## src/rtl/key_debounce_module.sv

```systemverilog
// Push-button conditioner: two-flop synchroniser, stable-time bounce filter, and
// registered level plus one-cycle press / release / long-press pulses.
module key_debounce_module #(
  parameter int T_FILTER   = 500,
  parameter int T_LONG     = 25000,
  parameter int CNT_W      = 16,
  parameter int ACTIVE_LOW = 1
) (
  input  logic CLK,
  input  logic RSTn,
  input  logic Pin_In,
  output logic Key_Level,
  output logic Press_Pulse,
  output logic Release_Pulse,
  output logic Long_Pulse
);

  typedef enum logic [1:0] {
    IDLE       = 2'd0,
    PRESS_FILT = 2'd1,
    PRESSED    = 2'd2,
    REL_FILT   = 2'd3
  } state_t;

  localparam logic             IDLE_LVL  = (ACTIVE_LOW != 0);
  localparam logic [CNT_W-1:0] FILT_LAST = CNT_W'(T_FILTER - 1);
  localparam logic [CNT_W-1:0] LONG_LAST = CNT_W'(T_LONG - 1);
  localparam logic [CNT_W-1:0] LONG_SAT  = CNT_W'(T_LONG);
  localparam logic [CNT_W-1:0] CNT_ONE   = CNT_W'(1);

  logic             sync1_q, sync2_q;
  logic             act;
  state_t           state_q, state_d;
  logic [CNT_W-1:0] filt_cnt_q, filt_cnt_d;
  logic [CNT_W-1:0] hold_cnt_q, hold_cnt_d;
  logic             key_level_q, key_level_d;
  logic             press_q, press_d;
  logic             release_q, release_d;
  logic             long_q, long_d;

  // Synchroniser idles at the released pin level so reset never looks like a press.
  always_ff @(posedge CLK or negedge RSTn) begin
    if (!RSTn) begin
      sync1_q <= IDLE_LVL;
      sync2_q <= IDLE_LVL;
    end else begin
      sync1_q <= Pin_In;
      sync2_q <= sync1_q;
    end
  end

  assign act = sync2_q ^ IDLE_LVL;

  always_ff @(posedge CLK or negedge RSTn) begin
    if (!RSTn) begin
      state_q     <= IDLE;
      filt_cnt_q  <= '0;
      hold_cnt_q  <= '0;
      key_level_q <= 1'b0;
      press_q     <= 1'b0;
      release_q   <= 1'b0;
      long_q      <= 1'b0;
    end else begin
      state_q     <= state_d;
      filt_cnt_q  <= filt_cnt_d;
      hold_cnt_q  <= hold_cnt_d;
      key_level_q <= key_level_d;
      press_q     <= press_d;
      release_q   <= release_d;
      long_q      <= long_d;
    end
  end

  always_comb begin
    state_d     = state_q;
    filt_cnt_d  = filt_cnt_q;
    hold_cnt_d  = hold_cnt_q;
    key_level_d = key_level_q;
    press_d     = 1'b0;
    release_d   = 1'b0;
    long_d      = 1'b0;

    case (state_q)
      IDLE: begin
        if (act) begin
          state_d    = PRESS_FILT;
          filt_cnt_d = '0;
        end
      end

      PRESS_FILT: begin
        if (!act) begin
          state_d    = IDLE;
          filt_cnt_d = '0;
        end else if (filt_cnt_q == FILT_LAST) begin
          state_d     = PRESSED;
          press_d     = 1'b1;
          key_level_d = 1'b1;
          filt_cnt_d  = '0;
          hold_cnt_d  = '0;
        end else begin
          filt_cnt_d = filt_cnt_q + CNT_ONE;
        end
      end

      PRESSED: begin
        if (!act) begin
          state_d    = REL_FILT;
          filt_cnt_d = '0;
        end else if (hold_cnt_q < LONG_SAT) begin
          // Saturating at T_LONG guarantees a single long pulse per press.
          if (hold_cnt_q == LONG_LAST) begin
            long_d     = 1'b1;
            hold_cnt_d = LONG_SAT;
          end else begin
            hold_cnt_d = hold_cnt_q + CNT_ONE;
          end
        end
      end

      REL_FILT: begin
        // hold_cnt is left untouched here so a release glitch only pauses it.
        if (act) begin
          state_d    = PRESSED;
          filt_cnt_d = '0;
        end else if (filt_cnt_q == FILT_LAST) begin
          state_d     = IDLE;
          release_d   = 1'b1;
          key_level_d = 1'b0;
          filt_cnt_d  = '0;
        end else begin
          filt_cnt_d = filt_cnt_q + CNT_ONE;
        end
      end

      default: begin
        state_d = IDLE;
      end
    endcase
  end

  assign Key_Level     = key_level_q;
  assign Press_Pulse   = press_q;
  assign Release_Pulse = release_q;
  assign Long_Pulse    = long_q;

endmodule

```

## config.mk

```make
export PLATFORM = sky130hd
export DESIGN_NAME = key_debounce_module
export DESIGN_NICKNAME = d
export VERILOG_FILES = /design/src/rtl/key_debounce_module.sv
export SDC_FILE = /design/constraint.sdc
export NUM_CORES = 1
export LEC_CHECK = 0
export ABC_AREA = 1
export CORE_MARGIN = 2
export CORE_UTILIZATION = 56
export DETAILED_ROUTE_END_ITERATION = 8
export DONT_BUFFER_PORTS = 1
export PLACE_DENSITY = 0.69
export SLEW_MARGIN = 5
export SYNTH_ARGS = -nofsm -noshare
export SYNTH_HDL_FRONTEND = slang
export SYNTH_SLANG_ARGS = --single-unit
```

## constraint.sdc

```tcl
create_clock -name CLK -period 2 [get_ports CLK]
set_clock_uncertainty 0.1 [all_clocks]
set_input_delay 0.4 -clock CLK [delete_from_list [all_inputs] [get_ports CLK]]
set_output_delay 0.4 -clock CLK [all_outputs]
set_load 0.005 [all_outputs]
```

==> run_results.csv, run 1 <==
group,metric,value,unit
logic_synthesis,synthMuxAreaShare,0,%
logic_synthesis,synth-adder-area-share,1.04,%
timing,report.final.hold_viol_count,0,
logic_synthesis,synth_edf_count,0,
pwr,power.density,529,nW/um^2
routing,viasPerCell,5.33,
clocking,numCtsBuffers,5,
clocking,cts_max_level,2,
logic_synthesis,synth_simple_gate_area_share,40.7,%
placement,post-place-ws,0.204,ns
routing,dr.pass1.iters,4,
logic_synthesis,yosysTopAreaCell,"dfrtp_1",
logic_synthesis,syn_area_per_cell,6.83,sq um
floorplan,start_util,59.0,%
finish,fill_cells,371,
critical_path,start_kind,"flip-flop",
outcome,status,"complete, no violations",
logic_synthesis,ys.flop_type,"dfrtp_1",
floorplan,fp.dieW,69.6,um
clocking,post-cts-setup-buffers,0,
critical_path,cp.required,2.13,ns
grt,antenna_found_initial,0,
logic_synthesis,synth_nets,358,
floorplan,ios,7,
placement,hpwl,3870,um
finish,fin_nets,373,
timing,period_share,91.3,%
critical_path,crit_arrival,1.96,ns
logic_synthesis,synth_warnings,0,
logic_synthesis,ys_ff_latch,40,
logic_synthesis,synth_xor_area_share,2.90,%
floorplan,die_h,69.6,um
hold_path,hp-class,"reg2reg",
grt,grt_pass1_vias,2117,
clocking,cts_tree,"built",
logic_synthesis,netlist_area,2410,sq um
timing,worstMarginPinSlew,0.380,ns
timing,max_freq,0.548,GHz
critical_path,regToRegStartpoint,"filt_cnt_q[1]",
routing,wl_per_cell,12.6,um
clocking,clock-root-buffer,"clkbuf_8",
finish,n_antenna_cell,0,
routing,totalWireLength,5260,um
timing,fin_crit,1.83,ns
timing,slew_headroom,74.5,%
finish,postLayoutCellArea,2640,sq um
clocking,clockBufferDepth,2,
critical_path,reg2regPathDepth,8,
floorplan,core_area,4090,sq um
critical_path,crit_path_end_kind,"flip-flop",
logic_synthesis,synth_top_area_share,39.4,%
hold_path,min-delay-start,"sync1_q",
logic_synthesis,syn_inst,353,
critical_path,startpoint,"filt_cnt_q[1]",
clocking,insertion_delay,0.29,ns
finish,areaGrowthSynthToFinish,9.39,%
timing,rsz0062_at_grt,"false",
pwr,irDropWorstVdd,0.507,mV
routing,route.detailed.drc,0,
timing,setup_ws,0.175,ns
timing,finalMaxSlewViolations,0,
logic_synthesis,synth_top_family_by_area,"simple AND/OR/NAND/NOR gates",
hold_path,hold_depth,0,
critical_path,crit_path_max_fanout,5,
critical_path,critical_path_class,"reg2reg",
finish,mostFrequentLayoutCells,"nand2_1 (117), nor2_1 (48), nand3_1 (42), dfrtp_1 (38), inv_1 (38)",
pwr,p_leak,1.21,nW
logic_synthesis,synth_cell_types,28,
placement,gp_congestion,0.904,
grt,grt_overflow,0,
logic_synthesis,synth_compound_area_share,6.28,%
timing,setup_tns,0,ns
routing,drtIter0Drc,130,
grt,grt_pass1_wl,9540,um
logic_synthesis,ys_seq_area_share,41.6,%
placement,dpl-instance-area,2510,sq um
placement,io_buffers,0,
timing,report.final.setup_viol,0,
floorplan,die_area,4850,sq um
routing,ant_nets,0,
job,max-cap-violations,0,
finish,layout-drive-gt1-share,7.86,%
clocking,clock_sinks,40,
logic_synthesis,synthTopCellsByArea,"dfrtp_1 (39%), nand2_1 (18%), nand3_1 (8.7%)",
grt,grt.total_usage,23.9,%
logic_synthesis,synth-async-reset-ratio,100,%
finish,layout_commonest_cell,"nand2_1",
clocking,clk_transition_reported_paths,0.08,ns
grt,grt_max_degree,41,
floorplan,rows,23,
routing,vias,2235,
finish,utilization,64.6,%
==> metal layers <==
layer	up-vias	global-route usage [%]	share of wire [%]
li1	1159	-	-
met1	1026	37.2	54
met2	45	34.6	41
met3	5	4.07	4.2
met4	0	5.56	0.97
met5	-	0	0
==> repair_timing <==
| item | in CTS | in global routing |
|---|---|---|
| setup endpoints to repair | 0 | 1 |
| gates resized for setup | 0 | 1 |
| hold buffers | 3 | 0 |
| hold endpoints to repair | 41 | 0 |
==> cells in the mapped netlist, types with 4 or more instances <==
| cell | instances |
|---|---|
| nand2_1 | 117 |
| nor2_1 | 49 |
| nand3_1 | 42 |
| xor2_1 | 5 |
| o22ai_1 | 4 |
| nand4_1 | 8 |
| nor3_1 | 7 |
| o21ai_0 | 14 |
| a21oi_1 | 4 |
| inv_1 | 38 |
| dfrtp_1 | 38 |
==> sequential cells by signal, indices dropped and copies added (netlist names), named ones only <==
| register | count |
|---|---|
| filt_cnt_q | 16 |
| hold_cnt_q | 16 |
| Key_Level | 1 |
| Long_Pulse | 1 |
| Press_Pulse | 1 |
| Release_Pulse | 1 |
| state_q | 1 |
| sync1_q | 1 |
| sync2_q | 1 |
==> path summary, 6_finish.rpt <==
kind	slack, ns	to
min in group asynchronous	0.46	filt_cnt_q[3]
setup / recovery	0.17	filt_cnt_q[12]
setup reg to reg	0.17	filt_cnt_q[12]
hold reg to reg	0.26	sync2_q
hold / removal	0.26	sync2_q
max in group asynchronous	1.06	sync1_q
==> final cells by class <==
class	instances	area (sq um)	area share [%]
inverters	40	150	5.69
flip-flops and latches	40	1000	38.0
well taps	50	62.6	2.37
multi-input cells	269	1230	46.6
clock buffers	6	72.6	2.75
repair buffers	12	108	4.08
clock inverters	2	12.5	0.474
==> stage by stage <==
step | hold slack [ns] | power (W) | instances
after global placement | 0.00521 | 0.000872 | 408
after CTS | 0.264 | 0.00142 | 419
after global routing | 0.269 | 0.00147 | 419
after detailed placement | 0.00527 | 0.000872 | 408
after floorplan | 0.00441 | 0.000860 | 353
final | 0.262 | 0.00140 | 419
==> logic make-up (layout without fill, tap and decap cells) <==
kind of cell               Yosys count  after routing
and+or+nand+nor                    232            232
buffers and inverters               44             60
DFF                                 40             40
AOI/OAI and AO/OA                   27             27
xor gates and xnor gates             8              8
adders and majority gates            2              2
==> power by group <==
group	internal [W]	switching [W]
logic	0.0000176	0.0000361
clock network	0.000244	0.000273
registers	0.000816	0.00000874
==> critical path, stage by stage (launching register included) <==
cell     delay [ns]
dfrtp_1        0.43
ha_1           0.25
nand3_1        0.23
nor3_1         0.23
buf_4          0.17
nand2_1        0.04
o21ai_0        0.16
nand3_1        0.09
nand2_1        0.06
Power figures use the tool's default switching activity.
==> inputs of run 2 (changes only) <==
--- a/config.mk
+++ b/config.mk
@@ -10,7 +10,7 @@
 export CORE_UTILIZATION = 56
 export DETAILED_ROUTE_END_ITERATION = 8
 export DONT_BUFFER_PORTS = 1
-export PLACE_DENSITY = 0.69
+export PLACE_DENSITY = 0.71
 export SLEW_MARGIN = 5
 export SYNTH_ARGS = -nofsm -noshare
 export SYNTH_HDL_FRONTEND = slang
==> run 2 against run 1 <==
Wire length rose by 0.30%. Flip-flop and latch count did not move. Via count rose by 1.1%. Clock power rose by 39%. Critical path depth rose by 1. Critical endpoint is now filt_cnt_q[8]. First-iteration DRC count rose by 29%. Largest cell class unchanged. Final area rose by 0.81%. Global-route usage fell by 1.0 points.
==> run_results.csv, run 2 (synthesized netlist as in run 1, its figures left out) <==
group,metric,value,unit
clocking,cts_tree,"built",
pwr,pwr-share-clk,45.0,%
timing,report.final.hold_viol_count,0,
grt,antenna_found_initial,0,
floorplan,rows,23,
timing,report.final.setup_viol,0,
critical_path,start_kind,"flip-flop",
critical_path,cpPeakStageDelay,0.42,ns
pwr,switching_power,0.000324,W
placement,post-place-ws,0.205,ns
finish,layout_commonest_cell,"nand2_1",
clocking,clk_transition_reported_paths,0.08,ns
floorplan,ios,7,
routing,route.detailed.drc,0,
critical_path,crit_path_cell_trace,"ha_1, inv_1, nor2_1, nand3_1, nor2_1, nor2_4, buf_4, nand3_1, o21ai_0",
routing,drtIter0Drc,168,
hold_path,hp-class,"reg2reg",
critical_path,cp_num_buf_inv,2,
timing,fin_crit,1.75,ns
routing,ant_nets,0,
clocking,clockBufferDepth,2,
critical_path,reg2regPathDepth,9,
critical_path,crit_family,"simple AND/OR/NAND/NOR gates",
job,max-cap-violations,0,
clocking,insertion_delay,0.29,ns
finish,final_cells,415,
critical_path,critical_path_class,"reg2reg",
critical_path,rr_endpoint,"filt_cnt_q[8]",
grt,grt_overflow,0,
finish,largest_registers,"filt_cnt_q x16, hold_cnt_q x16",
timing,period_share,87.4,%
critical_path,crit_arrival,1.82,ns
routing,viasPerCell,5.45,
outcome,status,"complete, no violations",
critical_path,cp.required,2.07,ns
critical_path,cp.depth,9,
routing,vias,2260,
grt,grt_pass1_wl,8890,um
critical_path,r2r_slack,0.25,ns
pwr,comb_power_share,3.3,%
pwr,p_int,0.00127,W
routing,wl_per_cell,12.7,um
floorplan,fp.dieW,69.6,um
clocking,clock-root-buffer,"clkbuf_8",
finish,n_antenna_cell,0,
pwr,p_leak,1.21,nW
pwr,power.density,600,nW/um^2
timing,slew_headroom,74.3,%
timing,setup_ws,0.251,ns
timing,worstMarginPinSlew,0.383,ns
finish,layout-drive-gt1-share,7.40,%
placement,dp_cells,404,
pwr,seq_power_share,51.6,%
floorplan,start_util,59.0,%
timing,finalMaxSlewViolations,0,
timing,max_freq,0.572,GHz
grt,grt_max_degree,41,
finish,postLayoutCellArea,2660,sq um
clocking,numCtsBuffers,5,
clocking,cts_max_level,2,
pwr,p_sw_share,20.3,%
critical_path,cpMaxStageDelayCell,"dfrtp_1",
critical_path,crit_path_end,"filt_cnt_q[8]",
timing,setup_tns,0,ns
finish,areaGrowthSynthToFinish,10.3,%
finish,fin_nets,369,
critical_path,crit_path_end_kind,"flip-flop",
placement,dpl-instance-area,2480,sq um
critical_path,regToRegStartpoint,"filt_cnt_q[0]",
grt,grt.total_usage,22.8,%
clocking,post-cts-setup-buffers,0,
placement,io_buffers,0,
timing,rsz0062_at_grt,"false",
timing,worst_hold_slack,0.261,ns
floorplan,die_h,69.6,um
pwr,irDropWorstVdd,0.391,mV
routing,dr.pass1.iters,5,
critical_path,startpoint,"filt_cnt_q[0]",
grt,grt_pass1_vias,1939,
critical_path,crit_path_max_fanout,8,
routing,totalWireLength,5280,um
clocking,clock_sinks,40,
placement,hpwl,3890,um
floorplan,die_area,4850,sq um
floorplan,core_area,4090,sq um
finish,mostFrequentLayoutCells,"nand2_1 (117), nor2_1 (48), nand3_1 (42), dfrtp_1 (38), inv_1 (38)",
placement,gp_congestion,0.917,
run 2: worst register-to-register path: stages (launching register included):
cell and delay [ns]:
dfrtp_1 0.42, ha_1 0.24, inv_1 0.07, nor2_1 0.10, nand3_1 0.10, nor2_1 0.19
nor2_4 0.09, buf_4 0.17, nand3_1 0.07, o21ai_0 0.10
run 2: repair_timing:
item	4_1_cts	5_1_grt
resized for setup	0	3
hold buffers	3	0
hold endpoints to repair	41	0
endpoints found under the setup margin	0	5
run 2: worst min-delay path by stage:
stage,to,startpoint,depth (start not counted)
3_3_place_gp,filt_cnt_q[7],RSTn,0
6_report,sync2_q,sync1_q,0
4_1_cts,sync2_q,sync1_q,0
2_1_floorplan,Key_Level,RSTn,0
3_5_place_dp,filt_cnt_q[8],RSTn,0
5_1_grt,sync2_q,sync1_q,0
run 2: power groups by stage:
stage               Sequential [W]  Combinational [W]  Clock, W
floorplan                 0.000839          0.0000212         0
CTS                       0.000824          0.0000529  0.000735
global route              0.000826          0.0000623  0.000763
finish                    0.000825          0.0000534  0.000719
detailed placement        0.000841          0.0000288         0
global placement          0.000840          0.0000291         0
run 2: per-layer routing:
| layer | vias up | track usage, % | part of all wire [%] |
|---|---|---|---|
| met5 | - | 0 | 0 |
| met4 | 0 | 5.13 | 0.80 |
| met3 | 4 | 4.51 | 5.7 |
| met2 | 62 | 32.5 | 41 |
| met1 | 1037 | 35.7 | 53 |
| li1 | 1157 | - | - |
run 2: layout make-up:
class,count,area [sq um]
Timing Repair Buffer,8,77.6
Sequential cell,40,1000
Clock inverter,1,30.0
Inverter,40,150
Fill cell,379,1430
Tap cell,50,62.6
Multi-Input combinational cell,269,1240
Clock buffer,7,96.3
run 2: per-stage QoR:
stage | power (W) | utilization, %
after floorplan | 0.000860 | -
after global placement | 0.000869 | 60.7
after detailed placement | 0.000869 | 60.7
after CTS | 0.00161 | 64.8
after global routing | 0.00165 | 65.1
final | 0.00160 | 65.1
